`config.mk`:
```
export PLATFORM = sky130hd
export DESIGN_NAME = csa_resolver
export DESIGN_NICKNAME = d
export VERILOG_FILES = /design/src/rtl/csa_resolver.sv
export SDC_FILE = /design/constraint.sdc
export NUM_CORES = 1
export LEC_CHECK = 0
export CAP_MARGIN = 20
export CORE_MARGIN = 4
export CORE_UTILIZATION = 51
export DETAILED_ROUTE_END_ITERATION = 8
export PLACE_DENSITY = 0.8
export SLEW_MARGIN = 40
export SYNTH_ARGS = -nofsm -noshare
export SYNTH_HDL_FRONTEND = slang
export SYNTH_SLANG_ARGS = --single-unit
export TNS_END_PERCENT = 20
```
`constraint.sdc`:
```
create_clock -name clock -period 3.4 [get_ports clock]
set_input_delay 0.68 -clock clock [delete_from_list [all_inputs] [get_ports clock]]
set_output_delay 0.68 -clock clock [all_outputs]
set_load 0.02 [all_outputs]
```
`src/rtl/csa_resolver.sv`:
```
// csa_resolver
//   Resolves a carry-save pair into a single binary sum. A chunked
//   carry-propagate adder handles CHUNK bits per cycle and keeps the carry
//   between chunks in a register. One operand pair is in flight at a time.
//   When the output is never stalled, a result is produced every NCHUNK+1 cycles.
//
// Ports
//   clock      in   rising-edge clock
//   reset      in   asynchronous active-low reset
//   in_valid   in   carry-save pair on in_0/in_1 is valid
//   in_ready   out  a pair is accepted this cycle
//   in_0       in   [WIDTH-1:0] sum vector
//   in_1       in   [WIDTH-1:0] carry vector (weight-aligned)
//   out_valid  out  out_sum holds a completed result
//   out_ready  in   consumer takes the result this cycle
//   out_sum    out  [WIDTH:0] in_0 + in_1, exact
module csa_resolver #(
    parameter int WIDTH = 21,
    parameter int CHUNK = 7
) (
    input  logic             clock,
    input  logic             reset,
    input  logic             in_valid,
    output logic             in_ready,
    input  logic [WIDTH-1:0] in_0,
    input  logic [WIDTH-1:0] in_1,
    output logic             out_valid,
    input  logic             out_ready,
    output logic [WIDTH:0]   out_sum
);

    localparam int NCHUNK = (WIDTH + CHUNK - 1) / CHUNK;
    localparam int IDXW   = (NCHUNK > 1) ? $clog2(NCHUNK) : 1;
    // Number of real operand bits in the last chunk (1..CHUNK).
    localparam int TOPB   = WIDTH - (NCHUNK - 1) * CHUNK;

    typedef enum logic [1:0] {S_IDLE, S_ADD, S_DONE} state_t;

    state_t           r_state, w_state_nxt;
    logic [WIDTH-1:0] r_op0, r_op1;
    logic [WIDTH:0]   r_sum;
    logic             r_carry;
    logic [IDXW-1:0]  r_idx;

    logic [CHUNK-1:0] w_a, w_b, w_s;
    logic             w_c, w_top, w_last, w_accept;

    // Select the current chunk. Bits beyond WIDTH-1 stay zero, which pads the last chunk.
    always_comb begin
        w_a = '0;
        w_b = '0;
        for (int unsigned b = 0; b < WIDTH; b++) begin
            if (r_idx == IDXW'(b / CHUNK)) begin
                w_a[b % CHUNK] = r_op0[b];
                w_b[b % CHUNK] = r_op1[b];
            end
        end
    end

    assign {w_c, w_s} = {1'b0, w_a} + {1'b0, w_b} + {{CHUNK{1'b0}}, r_carry};
    assign w_last     = (r_idx == IDXW'(NCHUNK - 1));

    // When the last chunk is padded, the carry into bit WIDTH lands inside
    // the chunk sum instead of at its carry-out.
    if (TOPB < CHUNK) begin : g_pad
        assign w_top = w_s[TOPB];
    end else begin : g_nopad
        assign w_top = w_c;
    end

    always_comb begin
        in_ready    = 1'b0;
        out_valid   = 1'b0;
        w_state_nxt = r_state;
        case (r_state)
            S_IDLE: begin
                in_ready = reset;
                if (in_valid) w_state_nxt = S_ADD;
            end
            S_ADD: begin
                if (w_last) w_state_nxt = S_DONE;
            end
            S_DONE: begin
                out_valid = 1'b1;
                in_ready  = reset & out_ready;
                if (out_ready) w_state_nxt = in_valid ? S_ADD : S_IDLE;
            end
            default: w_state_nxt = S_IDLE;
        endcase
    end

    assign w_accept = in_valid & in_ready;
    assign out_sum  = r_sum;

    always_ff @(posedge clock or negedge reset) begin
        if (!reset) r_state <= S_IDLE;
        else        r_state <= w_state_nxt;
    end

    always_ff @(posedge clock or negedge reset) begin
        if (!reset) begin
            r_op0   <= '0;
            r_op1   <= '0;
            r_sum   <= '0;
            r_carry <= 1'b0;
            r_idx   <= '0;
        end else if (w_accept) begin
            r_op0   <= in_0;
            r_op1   <= in_1;
            r_carry <= 1'b0;
            r_idx   <= '0;
        end else if (r_state == S_ADD) begin
            for (int unsigned b = 0; b < WIDTH; b++) begin
                if (r_idx == IDXW'(b / CHUNK)) r_sum[b] <= w_s[b % CHUNK];
            end
            if (w_last) r_sum[WIDTH] <= w_top;
            r_carry <= w_c;
            r_idx   <= r_idx + IDXW'(1);
        end
    end

endmodule
```
Word-level counts from Yosys, hierarchy flattened
Cells that the tools add are included.
{ "word_totals": {"word_cells": 81, "register_bits": 69} }
{ "op_classes": {"n_mux": 53, "add_sub_neg": 3, "n_reduce_logical": 7, "eq_ne": 7, "n_bitwise": 3} }
{ "op_table": {"columns": ["cell", "count"], "rows": [
  ["1-bit two-way mux", 46],
  ["3-bit AND reduction", 4],
  ["2-bit two-way mux", 5],
  ["7-bit by 7-bit adder with 8-bit output", 1],
  ["8-bit by 1-bit adder with 8-bit output", 1],
  ["2-bit inequality test (second input constant)", 3],
  ["2-bit one-hot mux with 3 select lines", 1],
  ["2-bit by 1-bit equality test with 1-bit output (second input constant)", 2],
  ["2-bit equality test (second input constant)", 2],
  ["2-bit zero test", 2],
  ["2-bit by 1-bit adder with 2-bit output (second input constant)", 1],
  ["1-bit AND", 2],
  ["1-bit one-hot mux with 2 select lines", 1],
  ["2-bit nonzero test", 1],
  ["1-bit inverter", 1]
]} }

Longest topological paths before layout
Gate-level depths: netlist (run 1).
{ "depth": {"depth_word": 8, "mapped_depth": 14, "ltp_nobuf": 13} }

Worst setup path before layout (run 1)
No wires, ideal clock.
{ "synth_path": {"kind": "register to register", "from": "register r_idx[1]", "to": "register r_sum[12] (netlist: out_sum[12])", "slack_ns": 0.521, "arrival_time_ns": 2.810, "period_less_slack_ns": 2.879, "stages_incl_launch_ff": 13, "path_cell_list": "dfrtp_1 inv_1 ha_1 clkbuf_1 nor2b_1 buf_2 a22oi_1 o21ai_0 ha_1 nor2b_1 o31a_4 or4_1 nand3_1"} }
{ "synth_between": {"elab_chain_len": 6, "elab_cells_between_ends": 42, "cone_classes": "add/sub (2); eq/ne (2); mux (36); reduce/logical (2)"} }
{ "synth_rtl": {"columns": ["item", "line_no", "rtl"], "rows": [
  ["start, declared", "43", "logic [IDXW-1:0] r_idx;"],
  ["start signal, assigned", "118", "r_idx <= r_idx + IDXW'(1);"],
  ["2-bit zero test", "53", "if (r_idx == IDXW'(b / CHUNK)) begin"],
  ["1-bit two-way mux (3 in a row)", "53", null],
  ["7-bit by 7-bit adder with 8-bit output", "60", "assign {w_c, w_s} = {1'b0, w_a} + {1'b0, w_b} + {{CHUNK{1'b0}}, r_carry};"],
  ["8-bit by 1-bit adder with 8-bit output", "60", null],
  ["end signal, assigned by index", "114", "if (r_idx == IDXW'(b / CHUNK)) r_sum[b] <= w_s[b % CHUNK];"],
  ["end signal, assigned by index", "116", "if (w_last) r_sum[WIDTH] <= w_top;"],
  ["end, declared", "41", "logic [WIDTH:0] r_sum;"]
]} }
Several ways; a longest one is shown, not always the timed one.
A chain may end at the register's enable or synchronous reset.

Final worst setup path (run 1)
{ "layout_path": {"from": "register r_idx[0]", "to": "register r_sum[6] (netlist: out_sum[6])"} }
{ "layout_between": {"elab_chain_len": 6, "elab_cells_between_ends": 48, "cone_classes": "add/sub (2); eq/ne (2); mux (42); reduce/logical (2)"} }
{ "layout_rtl": {"columns": ["item", "line_no"], "rows": [
  ["2-bit zero test", "53, 114"],
  ["1-bit two-way mux (3 in a row)", "53"],
  ["7-bit by 7-bit adder with 8-bit output", "60"],
  ["8-bit by 1-bit adder with 8-bit output", "60"]
]} }
Several ways; a longest one is shown, not always the timed one.

==> impl_metrics.py, run 1 <==
metrics = {
    "yosys": {
        "async_flop_share": 1.00,
        "yosys_warnings": 0,
        "synth.most_common_cell": "dfrtp_1",
        "synthSimpleGateAreaFrac": 0.108,
        "synth_mux_area_frac": 0.166,
        "synth_compound_area_frac": 0.128,
        "synthAdderAreaFrac": 0.0449,
        "ys_seq_area_frac": 0.508,
        "syn-num-nets": 356,
        "synth_edf_count": 0,
        "synth_top_area_frac": 0.508,
        "synth.largest_area_cell": "dfrtp_1",
        "synth-seq-cells": 69,
        "synth.distinct_cells": 37,
        "syn_inst": 299,
        "synthFlopType": "dfrtp_1",
        "yosys-top-cells-area": "dfrtp_1 (51%), mux2_2 (13%), o21ai_0 (4.3%), ha_1 (3.3%), nand2_1 (3.3%)",
        "synth_top_family_by_area": "multiplexers",
        "postSynthAreaPerCell_um2": 11.4,
        "synth.top_cells.by_count": "dfrtp_1 (69), mux2_2 (40), nand2_1 (30), o21ai_0 (29), nor2_1 (19)",
        "syn-cell-area_um2": 3400,
        "synth_xor_area_frac": 0.00772,
    },
    "drt": {
        "initialDrtViolationCount": 110,
        "ant_nets": 0,
        "wl_per_cell_um": 16.4,
        "num_vias": 2514,
        "totalWireLength_mm": 7.43,
        "viasPerCell": 5.56,
        "first_pass_iters": 5,
        "drc": 0,
    },
    "job": {
        "maxCapViolCount": 0,
    },
    "power": {
        "p_leak_nw": 1.83,
        "ir_drop_mv": 0.552,
        "p_per_area_nw_per_um2": 1060,
    },
    "finish": {
        "num_antenna_cells": 0,
        "drive_gt1_frac": 0.200,
        "final_nets": 427,
        "synthToLayoutAreaGrowth_pct": 28.2,
        "fin_area_um2": 4360,
        "layoutNonFillerInstCount": 452,
    },
    "worst_setup_path": {
        "worstPathCellList": "inv_1 -> ha_1 -> nor2b_1 -> buf_4 -> a22oi_1 -> nor2_1 -> a21oi_1 -> fa_1 -> inv_1 -> fa_1 -> a211oi_1 -> o21bai_1 -> mux2i_1 -> o311ai_0",
        "slowest_stage": "fa_1",
        "r2r_end": "out_sum[6]$_DFFE_PN0P_",
        "reg2reg_depth": 14,
        "r2r-start": "r_idx[0]$_DFFE_PN0P_",
        "slowest_delay_ns": 0.41,
        "cp-start-kind": "flop",
        "crit_required_ns": 3.60,
        "crit_fanout": 4,
        "path_buf_inv": 3,
        "endpoint_kind": "flop",
        "crit_type": "reg2reg",
        "worst_ep_arrival_time_ns": 3.33,
        "reg2reg_setup_slack_ns": 0.27,
        "critical-path-top-delay-family": "adder cells",
    },
    "timing": {
        "tightest_slew_ns": 0.512,
        "slew_viol_final": 0,
        "setup_viol": 0,
        "fin_crit_sh": 0.921,
        "maxSlewHeadroom": 0.659,
        "hold_viol": 0,
        "rsz0062_at_grt": "false",
        "layout_min_cycle_time_ns": 3.13,
        "tns_ns": 0,
        "fmax_mhz": 320,
        "finalClockSkew_ns": 0.00521,
    },
    "placement": {
        "place_area_um2": 4160,
        "hpwl_mm": 5.56,
        "gp_congestion": 0.812,
        "numPortBuffers": 69,
        "dp_cells": 436,
    },
    "floorplan": {
        "die_y_um": 89.7,
        "io_pins": 70,
        "rows": 29,
        "start_util": 0.530,
        "die_area_um2": 8040,
        "coreArea_um2": 6420,
        "dieWidth_um": 89.7,
    },
    "cts": {
        "clock_sinks": 69,
        "cts_buffers": 9,
        "cts_hold_buf": 0,
        "cts_root_buf": "clkbuf_8",
        "clock_path_buffers": 2,
        "cts_tree": "done",
        "htreeDepth": 3,
        "post_cts_resized": 0,
        "cts_setup_buffers": 0,
        "clkLatencyLatePin_ns": 0.34,
        "clk_pin_slew_ns": 0.07,
    },
    "global_routing": {
        "grt_pass1_wl_mm": 12.8,
        "grtUsageTotal": 0.209,
        "grt-ovfl-total": 0,
        "grt_start_max_net_pins": 46,
        "grt_pass1_vias": 2634,
        "antenna_found_initial": 0,
    },
    "run_status": {
        "outcome": "complete, no violations",
    },
    "worst_hold_path": {
        "hp-class": "in2async",
    },
}
[flip-flops by register name, indices dropped and copies added (netlist names)]
name,count
r_carry,1
r_op0,21
r_idx,2
out_sum,22
r_op1,21
r_state,2
[layout make-up]
cell class | count | area, µm²
multi-input cells | 207 | 1550
inverters | 6 | 22.5
flip-flops and latches | 69 | 1730
fillers | 489 | 2060
clock inverters | 5 | 58.8
repair buffers | 77 | 771
clock buffers | 11 | 141
well taps | 77 | 96.3
[cell usage in the layout (no fill, tap or decap), types with 2 or more instances in the layout]
cell type / synthesis / routed
o21a_1: 2 / 2
nor4b_1: 3 / 3
nand3_1: 3 / 3
nand2b_1: 6 / 6
inv_1: 6 / 6
or4_1: 3 / 3
o31ai_1: 3 / 3
clkinvlp_4: 0 / 2
mux2i_1: 4 / 4
o21ai_0: 29 / 29
xnor2_1: 2 / 2
a22oi_1: 13 / 13
mux2_2: 40 / 40
nand2_1: 30 / 30
dfrtp_1: 69 / 69
nand3b_2: 2 / 2
o311ai_0: 3 / 3
clkdlybuf4s50_1: 0 / 68
a21oi_1: 8 / 8
nor2b_1: 3 / 3
buf_12: 0 / 2
nor3_1: 4 / 4
clkbuf_8: 0 / 10
mux2_4: 5 / 5
nor2_1: 19 / 19
fa_1: 2 / 2
buf_4: 0 / 6
ha_1: 9 / 9
a211oi_1: 4 / 4
[worst max-delay path by stage]
stage	cells after the start	end	start	slack (ns)
finish	14	out_sum[6]$_DFFE_PN0P_	r_idx[0]$_DFFE_PN0P_	0.27
detailed placement	14	out_sum[6]$_DFFE_PN0P_	r_idx[0]$_DFFE_PN0P_	0.31
CTS	14	out_sum[20]$_DFFE_PN0P_	r_idx[0]$_DFFE_PN0P_	0.27
floorplan	12	out_sum[12]$_DFFE_PN0P_	r_idx[1]$_DFFE_PN0P_	0.52
global placement	14	out_sum[6]$_DFFE_PN0P_	r_idx[0]$_DFFE_PN0P_	0.46
global route	14	out_sum[13]$_DFFE_PN0P_	r_idx[0]$_DFFE_PN0P_	0.0002
[stage by stage]
stage	power, W	hold slack (ns)	util	setup slack, ns
3_5_place_dp	0.00399	0.470	0.648	0.312
2_1_floorplan	0.00317	0.384	-	0.521
6_report	0.00464	0.438	0.679	0.270
3_3_place_gp	0.00387	0.462	0.645	0.461
4_1_cts	0.00467	0.446	0.679	0.272
5_1_grt	0.00504	0.484	0.679	0.000238
[logic make-up after synthesis]
family / after synthesis
buf+inv: 23
flops: 69
fa+ha+maj: 11
xor+xnor: 3
simple gates: 76
compound gates: 68
mux: 49
[layer usage]
metal	share of wire	global-route usage	vias to the layer above
met4	0.013	0.0771	0
met5	0	0	-
met1	0.45	0.296	1212
li1	-	-	1207
met2	0.48	0.323	85
met3	0.057	0.0374	10
[power by group]
| part | internal, W | switching (W) | total, W |
|---|---|---|---|
| sequential | 0.00123 | 0.000249 | 0.00148 |
| combinational | 0.00115 | 0.00135 | 0.00249 |
| clock | 0.000360 | 0.000308 | 0.000668 |
Note: power is estimated with default switching activity, not from simulation.
==> run 2: changes to the inputs <==
Settings changed: CORE_UTILIZATION 51 to 39, GPL_TIMING_DRIVEN from default to 0, PLACE_DENSITY 0.8 to default.
==> impl_metrics.py, run 2 (synthesis gave the netlist of run 1 again) <==
metrics = {
    "cts": {
        "cts_buffers": 9,
        "clkLatencyLatePin_ns": 0.35,
        "clock_path_buffers": 2,
        "htreeDepth": 3,
        "clk_pin_slew_ns": 0.07,
        "cts_tree": "done",
        "clock_sinks": 69,
        "cts_setup_buffers": 0,
        "cts_hold_buf": 0,
        "cts_root_buf": "clkbuf_8",
    },
    "power": {
        "total_power_w": 0.00477,
        "internal_power_w": 0.00285,
        "p_leak_nw": 1.88,
        "switching_power_w": 0.00192,
        "p_sw_frac": 0.403,
        "p_per_area_nw_per_um2": 1070,
        "clkPwrFrac": 0.158,
        "ir_drop_mv": 0.349,
        "p_comb_frac": 0.534,
        "seqPwrFrac": 0.308,
    },
    "placement": {
        "hpwl_mm": 5.77,
        "preCtsSetupSlack_ns": -0.0303,
        "numPortBuffers": 69,
        "gp_congestion": 0.788,
        "place_area_um2": 4250,
    },
    "timing": {
        "fin_crit_sh": 0.942,
        "slew_viol_final": 0,
        "maxSlewHeadroom": 0.702,
        "tns_ns": 0,
        "hold_ws_ns": 0.210,
        "fmax_mhz": 312,
        "hold_viol": 0,
        "setup_viol": 0,
        "worst_slack_ns": 0.196,
        "layout_min_cycle_time_ns": 3.20,
        "tightest_slew_ns": 0.448,
        "rsz0062_at_grt": "false",
        "finalClockSkew_ns": 0.00431,
    },
    "floorplan": {
        "die_y_um": 101,
        "dieWidth_um": 101,
        "coreArea_um2": 8340,
        "die_area_um2": 10300,
        "io_pins": 70,
        "start_util": 0.408,
        "rows": 33,
    },
    "finish": {
        "fillCellCount": 753,
        "largest_reg_flops": 22,
        "drive_gt1_frac": 0.209,
        "final_common_cell": "dfrtp_1",
        "num_antenna_cells": 0,
        "final_nets": 436,
        "fin_area_um2": 4470,
        "layout_common_cells": "dfrtp_1 (69), clkdlybuf4s50_1 (68), mux2_2 (40)",
        "synthToLayoutAreaGrowth_pct": 31.5,
    },
    "global_routing": {
        "antenna_found_initial": 0,
        "grtUsageTotal": 0.164,
        "grt_start_max_net_pins": 38,
        "grt_pass1_wl_mm": 12.9,
        "grt-ovfl-total": 0,
        "grt_pass1_vias": 2621,
    },
    "worst_setup_path": {
        "crit_required_ns": 3.68,
        "crit_type": "reg2reg",
        "endpoint_kind": "flop",
        "slowest_delay_ns": 0.52,
        "crit_fanout": 10,
        "worst_ep_arrival_time_ns": 3.49,
        "slowest_stage": "or4_1",
        "cp-start-kind": "flop",
        "worstPathCellList": "inv_1 -> ha_1 -> nor2b_1 -> buf_2 -> a22oi_1 -> o21ai_1 -> ha_1 -> nor2b_1 -> o31a_4 -> or4_1 -> nand3_1",
        "path_buf_inv": 2,
        "critical-path-top-delay-family": "simple AND/OR/NAND/NOR gates",
    },
    "drt": {
        "first_pass_iters": 4,
        "viasPerCell": 5.15,
        "totalWireLength_mm": 7.74,
        "initialDrtViolationCount": 76,
        "wl_per_cell_um": 15.9,
        "num_vias": 2515,
        "ant_nets": 0,
        "drc": 0,
    },
    "job": {
        "maxCapViolCount": 0,
    },
    "run_status": {
        "outcome": "complete, no violations",
    },
    "worst_hold_path": {
        "hp-class": "in2async",
    },
}
==> run 2: area by class of cell <==
cell class / count / area, µm² / area share
Buffer: 16 / 106 / 0.0238
Clock buffer: 12 / 155 / 0.0347
Clock inverter: 3 / 68.8 / 0.0154
Inverter: 6 / 22.5 / 0.00503
Multi-Input combinational cell: 207 / 1550 / 0.347
Sequential cell: 69 / 1730 / 0.386
Tap cell: 105 / 131 / 0.0294
Timing Repair Buffer: 70 / 712 / 0.159
==> run 2: path summary, 6_finish.rpt <==
check | startpoint | end | slack (ns) | cells past startpoint
min in group clock | out_sum[16]$_DFFE_PN0P_ | out_sum[16]$_DFFE_PN0P_ | 0.48 | 2
worst min register to register | out_sum[16]$_DFFE_PN0P_ | out_sum[16]$_DFFE_PN0P_ | 0.48 | 2
worst min-delay path | reset | out_sum[15]$_DFFE_PN0P_ | 0.21 | 1
max in group asynchronous | reset | r_op0[12]$_DFFE_PN0P_ | 2.69 | 2
worst max register to register | r_idx[0]$_DFFE_PN0P_ | out_sum[5]$_DFFE_PN0P_ | 0.20 | 11
worst max-delay path | r_idx[0]$_DFFE_PN0P_ | out_sum[5]$_DFFE_PN0P_ | 0.20 | 11
==> run 2: timing repair <==
item / 4_1_cts / 5_1_grt
setup endpoints to repair: 3 / 11
cloned: 0 / 0
resized for setup: 1 / 6
==> run 2: routing by layer <==
layer	track usage	routed length (µm)	vias to the layer above
met5	0	0	-
met4	0.0491	81	0
met3	0.0496	466	8
met2	0.258	3480	70
met1	0.219	3710	1214
li1	-	-	1223
==> run 2: power by group through the flow <==
stage	clock [W]	combinational [W]	sequential (W)
floorplan	0	0.00161	0.00156
global placement	0	0.00249	0.00147
detailed placement	0	0.00253	0.00149
CTS	0.000774	0.00254	0.00147
global route	0.000810	0.00283	0.00152
finish	0.000752	0.00254	0.00147
==> run 2: stage by stage <==
stage                     utilization  cells
final                           0.536    488
after global routing            0.536    488
after CTS                       0.536    489
after detailed placement        0.509    474
after global placement          0.506    473
after floorplan                     -    299
==> run 3: changes to the inputs <==
Settings changed: CORE_MARGIN 4 to 2.
==> impl_metrics.py, run 3 (synthesis gave the netlist of run 1 again) <==
metrics = {
    "floorplan": {
        "start_util": 0.396,
        "die_y_um": 97.4,
        "dieWidth_um": 97.4,
        "rows": 34,
        "die_area_um2": 9490,
        "coreArea_um2": 8590,
        "io_pins": 70,
    },
    "finish": {
        "fillCellCount": 798,
        "final_nets": 436,
        "layout_common_cells": "dfrtp_1 (69), clkdlybuf4s50_1 (68), mux2_2 (40)",
        "synthToLayoutAreaGrowth_pct": 31.5,
        "fin_area_um2": 4470,
        "drive_gt1_frac": 0.211,
        "final_common_cell": "dfrtp_1",
        "largest_reg_flops": 22,
        "layoutNonFillerInstCount": 492,
        "final_core_util": 0.521,
        "num_antenna_cells": 0,
    },
    "worst_setup_path": {
        "crit_required_ns": 3.61,
        "r2r_end": "out_sum[6]$_DFFE_PN0P_",
        "crit_fanout": 10,
        "endpoint_kind": "flop",
        "reg2reg_setup_slack_ns": 0.32,
        "worst_ep_arrival_time_ns": 3.30,
        "crit_type": "reg2reg",
        "r2r-start": "r_idx[0]$_DFFE_PN0P_",
        "cp-start-kind": "flop",
        "reg2reg_depth": 12,
    },
    "drt": {
        "wl_per_cell_um": 15.3,
        "num_vias": 2499,
        "totalWireLength_mm": 7.55,
        "viasPerCell": 5.08,
        "drc": 0,
        "ant_nets": 0,
        "first_pass_iters": 4,
        "initialDrtViolationCount": 46,
    },
    "cts": {
        "cts_root_buf": "clkbuf_8",
        "clock_path_buffers": 2,
        "cts_tree": "done",
        "cts_setup_buffers": 0,
        "clkLatencyLatePin_ns": 0.35,
        "clk_pin_slew_ns": 0.08,
        "clock_sinks": 69,
        "htreeDepth": 3,
        "cts_buffers": 9,
    },
    "job": {
        "maxCapViolCount": 0,
    },
    "placement": {
        "dp_cells": 477,
        "hpwl_mm": 5.58,
        "gp_congestion": 0.759,
        "numPortBuffers": 69,
        "place_area_um2": 4250,
    },
    "power": {
        "p_per_area_nw_per_um2": 1060,
        "ir_drop_mv": 0.378,
        "p_leak_nw": 1.87,
    },
    "timing": {
        "fmax_mhz": 324,
        "hold_viol": 0,
        "hold_ws_ns": 0.210,
        "layout_min_cycle_time_ns": 3.08,
        "finalClockSkew_ns": 0.00734,
        "maxSlewHeadroom": 0.682,
        "tightest_slew_ns": 0.473,
        "rsz0062_at_grt": "false",
        "setup_viol": 0,
        "slew_viol_final": 0,
        "fin_crit_sh": 0.907,
    },
    "run_status": {
        "outcome": "complete, no violations",
    },
    "global_routing": {
        "antenna_found_initial": 0,
        "grt-ovfl-total": 0,
        "grt_pass1_vias": 2551,
        "busiest_layer": "met2",
        "grt_pass1_wl_mm": 12.7,
        "grtUsageTotal": 0.168,
        "grt_start_max_net_pins": 38,
        "use_met1": 0.236,
        "grt.met2_usage": 0.263,
        "met3_usage": 0.0345,
    },
    "worst_hold_path": {
        "hp-class": "in2async",
    },
}
[run 3: cell types whose count changed in the layout (fill, tap and decap cells not counted), sizes merged]
cell,previous run,this run
clkbuf,18,16
clkinv,1,3
clkinvlp,0,1
[run 3: timing repair]
| item | 4_1_cts | 5_1_grt |
|---|---|---|
| cloned | 0 | 0 |
| hold buffers | 0 | 0 |
| gates resized for setup | 1 | 5 |
| endpoints found under the setup margin | 3 | 14 |
[run 3: final cells by class]
type / instances / area, µm² / area share
plain buffers: 16 / 106 / 0.0238
clock buffers: 10 / 138 / 0.0308
clock inverters: 6 / 86.3 / 0.0193
inverters: 6 / 22.5 / 0.00503
multi-input cells: 207 / 1550 / 0.346
flip-flops and latches: 69 / 1730 / 0.386
well taps: 108 / 135 / 0.0302
repair buffers: 70 / 712 / 0.159
[run 3: how the worst max path moves through the flow]
stage	end	cells past startpoint	slack [ns]	startpoint
floorplan	out_sum[12]$_DFFE_PN0P_	12	0.52	r_idx[1]$_DFFE_PN0P_
global placement	in_ready	3	-1.74	reset
detailed placement	out_sum[6]$_DFFE_PN0P_	12	-0.008	r_idx[0]$_DFFE_PN0P_
CTS	out_sum[12]$_DFFE_PN0P_	12	0.02	r_idx[1]$_DFFE_PN0P_
global route	out_sum[13]$_DFFE_PN0P_	12	0.05	r_idx[0]$_DFFE_PN0P_
finish	out_sum[6]$_DFFE_PN0P_	12	0.32	r_idx[0]$_DFFE_PN0P_
[run 3: per-stage QoR]
stage                     TNS, ns  total power [W]  setup slack, ns
final                           0          0.00474            0.317
after detailed placement  -0.0118          0.00400         -0.00814
after global placement    -116.51          0.00396            -1.74
after floorplan                 0          0.00317            0.521
after global routing            0          0.00515           0.0459
after CTS                       0          0.00478           0.0169
[run 3: worst max-delay path, cell delays in order (launching register included)]
cell and delay (ns):
dfrtp_1 0.39, inv_1 0.11, ha_1 0.20, clkbuf_2 0.24, clkbuf_2 0.27, a21oi_1 0.12
fa_1 0.42, inv_1 0.08, fa_1 0.23, a211oi_1 0.09, o21bai_1 0.40, mux2i_1 0.25
o311ai_0 0.14
[run 3: metal layers]
metal / up-vias / routed length, µm
met5: - / 0
met1: 1202 / 3710
li1: 1225 / -
met4: 0 / 95
met2: 61 / 3410
met3: 11 / 329
[run 3: power breakdown]
part	switching [W]	internal [W]	leakage, nW
Combinational	0.00136	0.00116	0.921
Sequential	0.000234	0.00123	0.839
Clock	0.000326	0.000432	0.112
Total	0.00192	0.00282	1.87
